[config.mk]
export PLATFORM = sky130hd
export DESIGN_NAME = mult_div_unit
export DESIGN_NICKNAME = d
export VERILOG_FILES = /design/src/rtl/mult_div_unit.sv
export SDC_FILE = /design/constraint.sdc
export NUM_CORES = 1
export LEC_CHECK = 0
export BUFFER_PORTS_ARGS = -buffer_cell sky130_fd_sc_hd__buf_2
export CAP_MARGIN = 15
export CELL_PAD_IN_SITES_DETAIL_PLACEMENT = 1
export CELL_PAD_IN_SITES_GLOBAL_PLACEMENT = 1
export CORE_ASPECT_RATIO = 1.75
export CORE_MARGIN = 2
export CORE_UTILIZATION = 40
export DETAILED_ROUTE_END_ITERATION = 12
export GPL_TIMING_DRIVEN = 0
export PLACE_DENSITY_LB_ADDON = 0.1
export SETUP_SLACK_MARGIN = 0.02
export SLEW_MARGIN = 20
export SYNTH_ARGS = -nofsm -noshare
export SYNTH_HDL_FRONTEND = slang
export SYNTH_SLANG_ARGS = --single-unit
[constraint.sdc]
create_clock -name clk -period 3.1 [get_ports clk]
set_input_delay 0.31 -clock clk [delete_from_list [all_inputs] [get_ports clk]]
set_output_delay 0.31 -clock clk [all_outputs]
set_load 0.02 [all_outputs]
[src/rtl/mult_div_unit.sv]
// mult_div_unit
//   Iterative radix-2 multiply/divide unit that sits beside the ALU in the
//   execute stage. It retires one bit per clock. Results land in HI/LO for the
//   mfhi/mflo writeback path.
//
//   Ports:
//     clk         : system clock, rising edge
//     rst         : synchronous, active-high reset
//     start       : operation request, sampled only while idle
//     op          : 00 MULT, 01 MULTU, 10 DIV, 11 DIVU
//     in1         : rs operand (multiplicand / dividend)
//     in2         : rt operand (multiplier / divisor)
//     busy        : operation in progress, so control stalls
//     done        : one-cycle pulse when HI/LO have just been written
//     hi          : product upper half, or remainder
//     lo          : product lower half, or quotient
//     div_by_zero : divide was accepted with in2 == 0
//
//   Build option:
//     MDU_EARLY_OUT_EN : multiplies finish as soon as the remaining multiplier
//                        bits are all zero. Results are identical either way.
module mult_div_unit #(
  parameter int unsigned DATA_WIDTH = 32,
  parameter int unsigned CNT_WIDTH  = 6
) (
  input  logic                  clk,
  input  logic                  rst,
  input  logic                  start,
  input  logic [1:0]            op,
  input  logic [DATA_WIDTH-1:0] in1,
  input  logic [DATA_WIDTH-1:0] in2,
  output logic                  busy,
  output logic                  done,
  output logic [DATA_WIDTH-1:0] hi,
  output logic [DATA_WIDTH-1:0] lo,
  output logic                  div_by_zero
);

  localparam int unsigned W  = DATA_WIDTH;
  localparam int unsigned AW = 2 * DATA_WIDTH;

  typedef enum logic [1:0] {
    S_IDLE = 2'd0,
    S_RUN  = 2'd1,
    S_FIN  = 2'd2
  } state_t;

  state_t               state_q, state_d;
  logic                 is_div_q, is_div_d;
  logic                 neg_q, neg_d;     // negate product / quotient
  logic                 rneg_q, rneg_d;   // negate remainder
  logic [CNT_WIDTH-1:0] cnt_q, cnt_d;
  logic [AW-1:0]        mcand_q, mcand_d; // shifted multiplicand
  logic [W-1:0]         mplier_q, mplier_d; // multiplier shift reg / divisor
  logic [AW-1:0]        acc_q, acc_d;     // product, or {remainder, quotient}
  logic                 busy_q, busy_d;
  logic                 done_q, done_d;
  logic                 dbz_q, dbz_d;
  logic [W-1:0]         hi_q, hi_d;
  logic [W-1:0]         lo_q, lo_d;

  // Operand magnitudes and sign bookkeeping at accept
  logic         is_signed;
  logic         in1_neg, in2_neg;
  logic [W-1:0] mag1, mag2;

  assign is_signed = ~op[0];
  assign in1_neg   = is_signed & in1[W-1];
  assign in2_neg   = is_signed & in2[W-1];
  assign mag1      = in1_neg ? -in1 : in1;
  assign mag2      = in2_neg ? -in2 : in2;

  // Restoring divide step: the partial remainder shifted left, with the next
  // dividend bit brought in, is held one bit wider so that divisors with
  // the top bit set still compare correctly.
  logic [W:0] rem_sh, diff;
  assign rem_sh = acc_q[AW-1:W-1];
  assign diff   = rem_sh - {1'b0, mplier_q};

  // Final sign correction
  logic [AW-1:0] prod_fix;
  logic [W-1:0]  quo, rem, quo_fix, rem_fix;
  assign prod_fix = neg_q ? -acc_q : acc_q;
  assign quo      = acc_q[W-1:0];
  assign rem      = acc_q[AW-1:W];
  assign quo_fix  = neg_q  ? -quo : quo;
  assign rem_fix  = rneg_q ? -rem : rem;

  always_comb begin
    state_d  = state_q;
    is_div_d = is_div_q;
    neg_d    = neg_q;
    rneg_d   = rneg_q;
    cnt_d    = cnt_q;
    mcand_d  = mcand_q;
    mplier_d = mplier_q;
    acc_d    = acc_q;
    busy_d   = busy_q;
    done_d   = 1'b0;
    dbz_d    = dbz_q;
    hi_d     = hi_q;
    lo_d     = lo_q;

    unique case (state_q)
      S_IDLE: begin
        if (start) begin
          is_div_d = op[1];
          neg_d    = in1_neg ^ in2_neg;
          rneg_d   = in1_neg;
          cnt_d    = CNT_WIDTH'(W);
          mplier_d = mag2;
          busy_d   = 1'b1;
          dbz_d    = 1'b0;
          if (op[1]) begin
            mcand_d = '0;
            acc_d   = {{W{1'b0}}, mag1};
            state_d = S_RUN;
            if (in2 == '0) begin
              // Park the raw dividend in the upper half so that FIN can
              // return it unchanged in HI.
              dbz_d   = 1'b1;
              acc_d   = {in1, {W{1'b0}}};
              state_d = S_FIN;
            end
          end else begin
            mcand_d = {{W{1'b0}}, mag1};
            acc_d   = '0;
            state_d = S_RUN;
`ifdef MDU_EARLY_OUT_EN
            if (mag2 == '0) state_d = S_FIN;
`endif
          end
        end
      end

      S_RUN: begin
        cnt_d = cnt_q - CNT_WIDTH'(1);
        if (is_div_q) begin
          if (!diff[W]) acc_d = {diff[W-1:0], acc_q[W-2:0], 1'b1};
          else          acc_d = {acc_q[AW-2:0], 1'b0};
        end else begin
          if (mplier_q[0]) acc_d = acc_q + mcand_q;
          mcand_d  = {mcand_q[AW-2:0], 1'b0};
          mplier_d = {1'b0, mplier_q[W-1:1]};
        end
        if (cnt_d == '0) state_d = S_FIN;
`ifdef MDU_EARLY_OUT_EN
        if (!is_div_q && mplier_d == '0) state_d = S_FIN;
`endif
      end

      S_FIN: begin
        if (dbz_q) begin
          hi_d = acc_q[AW-1:W];
          lo_d = '1;
        end else if (is_div_q) begin
          hi_d = rem_fix;
          lo_d = quo_fix;
        end else begin
          hi_d = prod_fix[AW-1:W];
          lo_d = prod_fix[W-1:0];
        end
        done_d  = 1'b1;
        busy_d  = 1'b0;
        state_d = S_IDLE;
      end

      default: state_d = S_IDLE;
    endcase
  end

  always_ff @(posedge clk) begin
    if (rst) begin
      state_q  <= S_IDLE;
      is_div_q <= 1'b0;
      neg_q    <= 1'b0;
      rneg_q   <= 1'b0;
      cnt_q    <= '0;
      mcand_q  <= '0;
      mplier_q <= '0;
      acc_q    <= '0;
      busy_q   <= 1'b0;
      done_q   <= 1'b0;
      dbz_q    <= 1'b0;
      hi_q     <= '0;
      lo_q     <= '0;
    end else begin
      state_q  <= state_d;
      is_div_q <= is_div_d;
      neg_q    <= neg_d;
      rneg_q   <= rneg_d;
      cnt_q    <= cnt_d;
      mcand_q  <= mcand_d;
      mplier_q <= mplier_d;
      acc_q    <= acc_d;
      busy_q   <= busy_d;
      done_q   <= done_d;
      dbz_q    <= dbz_d;
      hi_q     <= hi_d;
      lo_q     <= lo_d;
    end
  end

  assign busy        = busy_q;
  assign done        = done_q;
  assign hi          = hi_q;
  assign lo          = lo_q;
  assign div_by_zero = dbz_q;

endmodule

---- Word level (Yosys, flattened, before mapping) ----
Index checks and enable logic that the tools add are counted.
operators by class
  reduce and logical (&&, ||, !) cells .... 11
  muxes and demuxes ....................... 35
  eq/ne operators ......................... 6
  bitwise logic cells ..................... 4
  $add $sub $neg .......................... 8
operators with widths
  kind                                                                count
  64-bit two-way mux                                                  9
  32-bit two-way mux                                                  11
  64-bit case mux with 2 select lines                                 2
  32-bit negation                                                     4
  64-bit adder                                                        1
  64-bit negation                                                     1
  32-bit case mux with 2 select lines                                 1
  33-bit by 32-bit subtractor with 33-bit output                      1
  32-bit zero test                                                    1
  6-bit case mux with 2 select lines                                  1
  2-bit two-way mux                                                   4
  2-bit AND reduction                                                 4
  6-bit zero test                                                     1
  6-bit two-way mux                                                   1
  2-bit != test, second input constant                                3
  3-bit AND reduction                                                 2
  6-bit by 1-bit subtractor with 6-bit output, second input constant  1
  1-bit two-way mux                                                   4
  2-bit case mux with 2 select lines                                  1
  2-bit nonzero test                                                  2
  3-bit != test, second input constant                                1
  1-bit AND                                                           2
  2-bit by 1-bit == test with 1-bit output, second input constant     1
  2-bit == test, second input constant                                1
  other kinds (4)                                                     4
storage, ports and cells
  output and inout bits ................... 67
  logic and storage cells ................. 77
  input bits .............................. 69
  register bits ........................... 238

---- Longest topological paths before layout ----
  depth after elaboration ................. 7
  mapped depth ............................ 15

---- Worst setup path after synthesis ----
No wires, ideal clock.
  path kind ............................... reg-to-reg
  start ................................... reg acc_q[50]
  end ..................................... reg acc_q[44]
  library setup time ...................... 0.132 ns
  data arrival time ....................... 3.001 ns
  cell stages (with the launch flop) ...... 14
  clock period less this slack ............ 3.133 ns
  path buffers ............................ 2
  path slack .............................. -0.033 ns
  cells stage by stage .................... dfxtp_1 -> ha_1 -> clkbuf_1 -> a21oi_1 -> o211ai_1 -> a41oi_1 -> inv_1 -> or4_1 -> nand3_1 -> buf_2 -> mux2i_1 -> nor2_1 -> a2111oi_0 -> nor3_1
on the way
  longest elaborated chain between the ends .. 4
RTL lines
  element                                         RTL line  RTL
  start: declaration                              55        logic [AW-1:0] acc_q, acc_d;
  start signal: assignment                        181       acc_q <= '0;
  start signal: assignment                        195       acc_q <= acc_d;
  33-bit by 32-bit subtractor with 33-bit output  78        assign diff = rem_sh - {1'b0, mplier_q};
  64-bit two-way mux                              139       if (!diff[W]) acc_d = {diff[W-1:0], acc_q[W-2:0], 1'b1};
  64-bit two-way mux                              138       if (is_div_q) begin
  64-bit case mux with 2 select lines             104       unique case (state_q)
Every way passes these cells.
A chain may end at the register's enable or synchronous reset.

---- Worst setup path after layout ----
  start ................................... reg acc_q[36]
  end ..................................... reg acc_q[36]
on the way
  longest elaborated chain between the ends .. 4
  elaborated cells between the ends (all ways) .. 6
RTL lines
  element                                                                                RTL line
  64-bit adder / 33-bit by 32-bit subtractor with 33-bit output (equally long branches)  142, 78
  64-bit two-way mux, on equally long branches                                           142, 139
  64-bit two-way mux (*)                                                                 138
  64-bit case mux with 2 select lines (*)                                                104
Mark *: on every way between the ends. The rest lies on a longest branch, timed or not. The select of a mux whose other input is x is not followed.

==> flow_summary.toml <==
[outcome]
status = "complete, but fails checks"
violations = "setup timing"

[sta]
worst_pin_slew_ns = 1.25
setup_viol = 38
hold_viol = 0
period_share_pct = 111
relSlewSlack_pct = 16.8
fmax_mhz = 291
rsz0062_at_grt = "yes"
setup_slack_ns = -0.342
drv_slew = 0
clock_skew_ns = 0.0124
period_needed_ns = 3.44

[synth]
ys_seq_area_share_pct = 25.4
ys_top_cells_by_area = "dfxtp_1 25%, nor2_1 7.3%, a21oi_1 7.2%"
synthCells = 2614
syn_nets = 2786
async_reset_ff_share_pct = 0
synthDistinctLibCells = 74
yosysWarnings = 0
synthFlopType = "dfxtp_1"
avgSynthCellArea_um2 = 7.19
synth-edff-count = 0
synth_seq_cells = 238
synth_top_area_share_pct = 25.4
netlist_area_um2 = 18800
synth_top_area_cell = "dfxtp_1"

[clocking]
cts_root_buf = "clkbuf_16"
clock_sinks = 238
htree_num_levels = 1
clkLatencyLatePin_ns = 0.58
cts.clk_slew.worst_paths_ns = 0.07
cts_buffers = 27
cts_tree = "yes"
cts_buffer_depth = 3

[floorplanning]
die_w_um = 168
num_io_pins = 136
std_cell_rows = 105
die-area_um2 = 48800
fp.dieH_um = 291
initial_core_util_pct = 40.3
core-area_um2 = 46600

[worst_setup_path]
cp_slowest_stage_delay_ns = 0.48
critPathCaptureType = "flop"
r2r_start = "acc_q[36]"
crit_start = "acc_q[36]"
worst-setup-path-type = "reg -> reg"
reg2reg_to = "acc_q[36]"
path_cells = "ha_4 > a21o_1 > or3_4 > o211ai_1 > nand2_2 > or4_4 > nand3_4 > buf_12 > buf_8 > buf_4 > mux2i_2 > o21ai_1 > a21oi_1 > nor3_1"
path_max_fanout = 6
cp.required_ns = 3.55
startpoint_type = "flop"
reg2reg_setup_slack_ns = -0.34
worstRegToRegCells = 14
crit_arrival_ns = 3.89
crit_slowest_cell = "or4_4"

[finish]
post-route-util_pct = 52.1
drive_above_1_share_pct = 23.7
fin_cells = 3472
antenna_cells = 0
area_delta_synth_final_pct = 29.4
fill_cells = 5758
nNetsFinal = 3036
layout_commonest_cell = "nor2_1"
most-common-layout-cells = "349 x nor2_1, 241 x a21oi_1, 202 x nand2_1"

[global_route]
track_usage_pct = 41.5
grt_pass1_vias = 23400
antenna_found_initial = 0
grt_pass1_wl_um = 150000
grt_max_degree = 14
grt-ovfl-total = 0

[place]
place_ws_ns = -1.77
hpwlAfterDp_um = 80500
dp.cells = 3336
gp_congestion = 1.03
place.port_buffers = 134

[drt]
vias = 22600
routed_wl_um = 106000
drt_iter0_markers = 1523
wl_per_cell_um = 30.5
first_pass_iters = 6
drc = 0
ant_nets = 0
viasPerCell = 6.50

[power_and_ir_drop]
sw_frac_of_total_pct = 53.8
power_frac_seq_pct = 18.8
p_comb_share_pct = 69.5
fin_total_pwr_mw = 31.9
power.switching_mw = 17.2
p_leak_nw = 9.22
intPower_mw = 14.8
power.density_nw_per_um2 = 1310
max-vdd-ir-drop_uv = 686
clockPowerShare_pct = 11.8

[flow_run]
maxCapViolCount = 0

[worst_hold_path]
holdCritStartpoint = "op[1]"
whs_endpoint = "is_div_q"
min_path_type = "in -> reg"
holdPathStages = 3
[cells by family (layout without fill, tap and decap cells)]
| logic type | count (synthesis) | count (layout) | synth area share (%) |
|---|---|---|---|
| flops | 238 | 238 | 25.4 |
| buf+inv | 242 | 512 | 4.85 |
| xor+xnor | 188 | 188 | 8.76 |
| fa+ha+maj | 103 | 103 | 6.94 |
| simple gates | 942 | 942 | 23.2 |
| mux | 22 | 22 | 1.21 |
| compound gates | 879 | 879 | 29.7 |
[registers in the layout (all words and copies together), names as in the netlist]
signal and flops:
mplier_q 32, hi 32, div_by_zero 1, lo 32
done 1, mcand_q 64, acc_q 64, busy 1
state_q 2, neg_q 1, rneg_q 1, is_div_q 1
cnt_q 6
[power groups by stage]
stage	clock [mW]	sequential, mW	combinational, mW
detailed placement	0	5.78	16.4
CTS	3.75	5.76	19.6
global placement	0	5.76	16.0
finish	3.75	6.00	22.2
floorplan	0	5.00	10.6
global route	3.87	5.97	23.2
[worst max-delay path: cells and delay by family (launching register included)]
kind | cells | cell delay (ns)
compound gates | 4 | 0.78
fa+ha+maj | 1 | 0.21
buf+inv | 3 | 0.43
flops | 1 | 0.39
mux | 1 | 0.22
simple gates | 5 | 1.27
[Yosys cell counts (15+ instances only)]
cell,number
dfxtp_1,238
nand2b_1,27
xor2_1,76
a21o_1,47
nor3_1,88
a22oi_1,21
o211ai_1,38
a21oi_1,269
nand3_1,71
inv_1,70
nand2_1,216
a211oi_1,90
nand4_1,32
or3_1,35
and2_1,17
xnor2_1,112
or2_2,15
clkbuf_1,158
a311oi_1,16
nor2_1,364
ha_1,101
nor4_1,21
mux2i_1,17
o21bai_1,20
o22ai_1,28
o21ai_0,183
a221oi_1,33
a31oi_1,21
o31ai_1,29
[per-stage QoR]
stage / hold slack, ns / cell area [um2] / TNS (ns)
2_1_floorplan: 0.445 / 18800 / 0
3_3_place_gp: 0.459 / 20200 / -88.08
3_5_place_dp: 0.467 / 20200 / -95.00
4_1_cts: 0.0118 / 23100 / -6.88
5_1_grt: 0.0340 / 24300 / -9.12
6_report: 0.0423 / 24300 / -7.68
[routing by layer]
layer  up-vias  wire, um  GRT usage (%)
li1      10000         -              -
met2       970     51800           73.0
met3       527      6100           7.12
met1     11000     34400           38.9
met4         0     13600           44.0
met5         -         0              0
[worst max path at each step]
stage | endpoint | slack, ns | cells past startpoint
4_1_cts | acc_q[34] | -0.33 | 13
2_1_floorplan | acc_q[44] | 0.02 | 13
3_5_place_dp | acc_q[58] | -1.77 | 11
5_1_grt | acc_q[34] | -0.36 | 16
6_report | acc_q[36] | -0.34 | 14
3_3_place_gp | acc_q[35] | -1.82 | 13
[cell type report]
type / instances / area, um2 / share of cell area [%]
multi-input cells: 2134 / 15000 / 61.9
flip-flops and latches: 238 / 4970 / 20.4
repair buffers: 250 / 1680 / 6.90
clock buffers: 33 / 748 / 3.08
well taps: 588 / 736 / 3.03
plain buffers: 142 / 626 / 2.57
inverters: 71 / 274 / 1.13
clock inverters: 16 / 249 / 1.02
[repair_timing]
item	4_1_cts	5_1_grt
pin swaps	78	113
setup buffers	78	41
hold endpoints to repair	0	0
hold buffers	0	0
resized for setup	362	232
setup endpoints to repair	179	154
(Power assumes the default switching activity.)
